--- src/rtl/dmem_arbiter.sv ---
// Data memory arbiter: CPU owns the 4-lane memory, a debug read port is forced
// through after MAX_WAIT cycles. Optional debug writes via DMEM_ARB_DBG_WRITE_EN.
module dmem_arbiter #(
  parameter int unsigned ADDR_W   = 8,
  parameter int unsigned DATA_W   = 32,
  parameter int unsigned MAX_WAIT = 4
) (
  input  logic              sysclk,
  input  logic              cpu_resetn,
  input  logic              cpu_req,
  input  logic [3:0]        cpu_we,
  input  logic [ADDR_W-1:0] cpu_addr,
  input  logic [DATA_W-1:0] cpu_wdata,
  output logic [DATA_W-1:0] cpu_rdata,
  output logic              cpu_stall,
  input  logic              dbg_req,
  input  logic [ADDR_W-1:0] dbg_addr,
  input  logic              dbg_we,
  input  logic [DATA_W-1:0] dbg_wdata,
  output logic              dbg_ack,
  output logic [DATA_W-1:0] dbg_rdata,
  output logic [15:0]       dbg_count,
  output logic [ADDR_W-1:0] mem_addr,
  output logic [3:0]        mem_wren,
  output logic [DATA_W-1:0] mem_wdata,
  input  logic [DATA_W-1:0] mem_rdata
);

  localparam int unsigned CNT_W   = 4;
  localparam int unsigned COUNT_W = 16;

  typedef enum logic [1:0] {S_IDLE, S_WAIT, S_GRANT, S_ACK} state_t;

  state_t              state, state_nxt;
  logic [CNT_W-1:0]    wait_cnt, wait_cnt_nxt;
  logic [ADDR_W-1:0]   lat_addr, lat_addr_nxt;
  logic                dbg_ack_nxt;
  logic [DATA_W-1:0]   dbg_rdata_nxt;
  logic [COUNT_W-1:0]  dbg_count_nxt;

`ifdef DMEM_ARB_DBG_WRITE_EN
  logic                lat_we, lat_we_nxt;
  logic [DATA_W-1:0]   lat_wdata, lat_wdata_nxt;
`else
  logic                unused_dbg_write;
  assign unused_dbg_write = ^{dbg_we, dbg_wdata};
`endif

  // State and output registers
  always_ff @(posedge sysclk or negedge cpu_resetn) begin
    if (!cpu_resetn) begin
      state     <= S_IDLE;
      wait_cnt  <= '0;
      lat_addr  <= '0;
      dbg_ack   <= 1'b0;
      dbg_rdata <= '0;
      dbg_count <= '0;
`ifdef DMEM_ARB_DBG_WRITE_EN
      lat_we    <= 1'b0;
      lat_wdata <= '0;
`endif
    end else begin
      state     <= state_nxt;
      wait_cnt  <= wait_cnt_nxt;
      lat_addr  <= lat_addr_nxt;
      dbg_ack   <= dbg_ack_nxt;
      dbg_rdata <= dbg_rdata_nxt;
      dbg_count <= dbg_count_nxt;
`ifdef DMEM_ARB_DBG_WRITE_EN
      lat_we    <= lat_we_nxt;
      lat_wdata <= lat_wdata_nxt;
`endif
    end
  end

  // Next-state logic; ack and count are set on entry to ACK so they appear together
  always_comb begin
    state_nxt     = state;
    wait_cnt_nxt  = wait_cnt;
    lat_addr_nxt  = lat_addr;
    dbg_ack_nxt   = 1'b0;
    dbg_rdata_nxt = dbg_rdata;
    dbg_count_nxt = dbg_count;
`ifdef DMEM_ARB_DBG_WRITE_EN
    lat_we_nxt    = lat_we;
    lat_wdata_nxt = lat_wdata;
`endif
    case (state)
      S_IDLE: begin
        if (dbg_req) begin
          lat_addr_nxt = dbg_addr;
`ifdef DMEM_ARB_DBG_WRITE_EN
          lat_we_nxt    = dbg_we;
          lat_wdata_nxt = dbg_wdata;
`endif
          if (cpu_req) begin
            state_nxt    = S_WAIT;
            wait_cnt_nxt = CNT_W'(1);
          end else begin
            state_nxt = S_GRANT;
          end
        end
      end
      S_WAIT: begin
        if (!cpu_req || (wait_cnt == CNT_W'(MAX_WAIT))) begin
          state_nxt = S_GRANT;
        end else begin
          wait_cnt_nxt = wait_cnt + CNT_W'(1);
        end
      end
      S_GRANT: begin
        dbg_rdata_nxt = mem_rdata;
        dbg_ack_nxt   = 1'b1;
        if (dbg_count != {COUNT_W{1'b1}}) begin
          dbg_count_nxt = dbg_count + COUNT_W'(1);
        end
        state_nxt = S_ACK;
      end
      S_ACK: begin
        wait_cnt_nxt = '0;
        state_nxt    = S_IDLE;
      end
      default: state_nxt = S_IDLE;
    endcase
  end

  // Memory port mux: debug owns the memory only during GRANT
  always_comb begin
    mem_addr  = cpu_addr;
    mem_wren  = cpu_req ? cpu_we : 4'h0;
    mem_wdata = cpu_wdata;
    cpu_stall = 1'b0;
    if (state == S_GRANT) begin
      mem_addr  = lat_addr;
      mem_wren  = 4'h0;
      cpu_stall = cpu_req;
`ifdef DMEM_ARB_DBG_WRITE_EN
      if (lat_we) begin
        mem_wren  = 4'hF;
        mem_wdata = lat_wdata;
      end
`endif
    end
  end

  assign cpu_rdata = mem_rdata;

endmodule

--- config.mk ---
export PLATFORM = sky130hd
export DESIGN_NAME = dmem_arbiter
export DESIGN_NICKNAME = d
export VERILOG_FILES = /design/src/rtl/dmem_arbiter.sv
export SDC_FILE = /design/constraint.sdc
export NUM_CORES = 1
export LEC_CHECK = 0
export BUFFER_PORTS_ARGS = -buffer_cell sky130_fd_sc_hd__buf_2
export CAP_MARGIN = 20
export CELL_PAD_IN_SITES_DETAIL_PLACEMENT = 2
export CELL_PAD_IN_SITES_GLOBAL_PLACEMENT = 2
export CORE_MARGIN = 1
export CORE_UTILIZATION = 24
export DETAILED_ROUTE_END_ITERATION = 8
export GPL_TIMING_DRIVEN = 0
export PLACE_DENSITY = 0.9
export SETUP_SLACK_MARGIN = 0.5
export SYNTH_ARGS = -nofsm -noshare
export SYNTH_HDL_FRONTEND = slang
export SYNTH_SLANG_ARGS = --single-unit
--- constraint.sdc ---
create_clock -name sysclk -period 3.3 [get_ports sysclk]
set_input_delay 0.165 -clock sysclk [delete_from_list [all_inputs] [get_ports sysclk]]
set_output_delay 0.165 -clock sysclk [all_outputs]
set_load 0.02 [all_outputs]
==> run summary <==
Worst Hold Depth - 2
Area overhead of the layout relative to synthesis - 43.3%
Syn avg cell area - 11.6 um2
Cell area after synthesis - 3390 um2
Vias in the first global route - 3053
Share of cells above drive strength 1 - 0.659
Leakage power - 2.49 nW
Drt first pass iters - 3
Psw - 0.00159 W
HP Start - dbg_addr[0]
R2R Setup Slk - 1.38 ns
Post-CTS setup buffers - 0
Clk pwr share - 0.246
Hpwl dp - 8140 um
Number of H-tree levels - 3
Clk buf depth - 2
Hold crit path type - input port to register
Largest net degree at the start of global routing - 64
Number of unique standard cell types used by synthesis - 40
Internal power - 0.00261 W
Global-route wire length before repair - 15700 um
Cell area after layout - 4860 um2
Complex-gate fraction of the synthesized area - 0.0435
Fin crit share - 0.756
Syn Nets - 421
Minimum clock period after layout - 2.49 ns
Relative slew slack - 0.431
R2R depth - 5
Die footprint - 14600 um2
Maximum VDD drop - 0.000300 V
Post-route ant nets - 0
Seq/Total Area, Yosys - 0.465
Gate Count Post-Synth - 292
R2r endpoint - dbg_rdata[27]
Outcome - finished, final reports clean
Max FO, Critical Path - 10
Root Driver - clkbuf_16
Required time of the critical path - 3.13 ns
Via Count - 2857
Cts bufs inserted - 9
Post-synthesis mux area share - 0.188
Overflow after GRT - 0
Yosys warning total - 0
Hold bufs inserted after CTS - 1
Max Cap Viol - 0
Ports - 247
Port bufs - 181
Clk Latency, worst-skew pair - 0.33 ns
Placed Instance Area - 4530 um2
Die height - 121 um
CTS sink cnt - 63
Final max-slew violation count - 0
Post-route setup TNS - 0 ns
Worst setup EP type - primary output
Drc violations - 0
Comb pwr share - 0.444
Worst-case clock skew - 0.00687 ns
Dpl cells - 653
Worst path arrival time - 2.33 ns
Site Rows - 43
Worst Hold Path EP - lat_addr[0]
Fillers - 1517
Core area - 13800 um2
F_max - 0.401 GHz
Reg power frac - 0.310
DR iter-0 viols - 54
Total GRT Usage - 0.141
Crit start category - register
Simple-Gate Fraction of Synth Area - 0.0973
Worst-path clk slew - 0.05 ns
Initial antenna violation count - 0
Routed wire length - 10200 um
Total Nets Final - 614
Post-Synth XOR/XNOR Area - 0.0155
Critical R2R Launch - state[0]
RSZ-0062 raised after global routing - no
Final setup fails - 0
Non-filler cells, final - 670
Worst-Margin Slew - 0.853 ns
Antenna diodes - 0
DR vias/cell - 4.26
Largest family of logic cells by synthesized area - multiplexers
Routability cong. - 0.756
Adder-cell share of the synthesized area - 0.0295
Starting Density - 0.245
Post-cts sizing count - 0
Die width - 121 um
Sw Ratio - 0.379
Synthesis-stage register bit count - 63
DR WL/cell - 15.2 um
Cell area power density - 865 nW/um2
Hold Fails Final Rpt - 0
CTS tree - built
WS Path Type - register to primary output
## power groups by stage
stage               clock network, W  logic (W)  registers, W
global route                 0.00110    0.00202       0.00136
global placement                   0    0.00181       0.00129
CTS                          0.00107    0.00191       0.00131
detailed placement                 0    0.00190       0.00133
finish                       0.00104    0.00187       0.00130
floorplan                          0   0.000965       0.00159
## metrics by stage
stage | hold slack (ns) | power [W] | setup WS (ns) | utilization
6_report | 0.0573 | 0.00421 | 0.806 | 0.352
5_1_grt | 0.0547 | 0.00448 | 0.613 | 0.352
4_1_cts | 0.0432 | 0.00429 | 0.719 | 0.352
3_5_place_dp | 0.348 | 0.00323 | 1.09 | 0.327
3_3_place_gp | 0.397 | 0.00311 | 1.16 | 0.327
2_1_floorplan | -0.131 | 0.00256 | 1.60 | -
## cell families after synthesis
group,after synthesis
buffers and inverters,79
AND/OR/NAND/NOR,56
flip-flops,63
XOR/XNOR,6
multiplexers,57
AO/OA/AOI/OAI,23
adder cells (fa/ha/maj),8
## state kept, by name, summed over array words and instances, names as in the netlist
name	count
dbg_ack	1
lat_addr	8
dbg_rdata	32
state	2
dbg_count	16
wait_cnt	4
## worst max path at each step
stage / from / to / slack, ns / depth (start not counted)
6_report: state[0] / mem_addr[1] / 0.81 / 6
4_1_cts: state[0] / mem_addr[5] / 0.72 / 6
5_1_grt: state[0] / mem_addr[2] / 0.61 / 6
3_5_place_dp: state[0] / mem_addr[5] / 1.09 / 6
2_1_floorplan: state[0] / mem_addr[0] / 1.60 / 5
3_3_place_gp: state[0] / mem_addr[4] / 1.16 / 6
## cells in the final DEF, fill, tap and decap left out, types with 2 or more instances in the layout
cell       netlist  final
nand2_1         12     12
o21a_1           2      2
nand3_1          9      9
and3_1           2      2
xnor2_1          6      6
a21oi_1          8      8
buf_2            5    185
nand3_2          2      2
o211ai_1         2      2
nor2_1           7      7
and2_1           6      6
o21ai_0          3      3
ha_1             8      8
nand4_1          4      4
inv_1            8      8
clkbuf_8         0      2
bufinv_16        0      2
mux2_2          50     50
mux2i_1          5      5
dfrtp_1         63     63
o2bb2ai_1        2      2
clkbuf_1         1      3
buf_4           65     66
a31oi_1          2      2
and4_1           3      3
clkbuf_16        0      9
## cells in the mapped netlist (all sizes together)
cell     count  share of area
buf         70           0.15
dfrtp       63           0.46
mux2        52           0.17
nand2       12          0.013
nand3       11          0.019
a21oi        8          0.012
ha           8          0.029
inv          8         0.0088
nor2         7         0.0077
and2         6          0.011
xnor2        6          0.015
mux2i        5          0.015
nand4        5          0.011
and3         3         0.0070
and4         3         0.0077
o21ai        3         0.0044
a31oi        2         0.0037
nand2b       2         0.0044
o211ai       2         0.0044
o21a         2         0.0044
o2bb2ai      2         0.0052
a21o         1         0.0022
and2b        1         0.0022
clkbuf       1         0.0011
nand3b       1         0.0022
nand4b       1         0.0026
nor2b        1         0.0018
nor3         1         0.0015
nor4         1         0.0037
o2111ai      1         0.0026
o311ai       1         0.0026
o31ai        1         0.0022
or2          1         0.0018
## critical path, stage by stage (launching register included)
cell and delay (ns):
dfrtp_1 0.40, inv_1 0.15, ha_1 0.29, buf_2 0.29
buf_2 0.34, mux2_2 0.37, buf_2 0.16
## metal layers
layer	up-vias	GRT usage	share of wire	routed length, um
li1	1328	-	-	-
met1	1383	0.151	0.38	3890
met2	135	0.255	0.51	5220
met3	11	0.0390	0.091	928
met4	0	0.0671	0.016	160
met5	-	0	0	0
## layout make-up
type | count | area, um2 | share of cell area
clock inverters | 3 | 65.1 | 0.0134
well taps | 180 | 225 | 0.0463
multi-input cells | 150 | 1270 | 0.261
inverters | 8 | 30.0 | 0.00618
plain buffers | 71 | 517 | 0.106
repair buffers | 182 | 918 | 0.189
clock buffers | 13 | 260 | 0.0535
flip-flops and latches | 63 | 1580 | 0.324
Note: power is estimated with default switching activity, not from simulation.
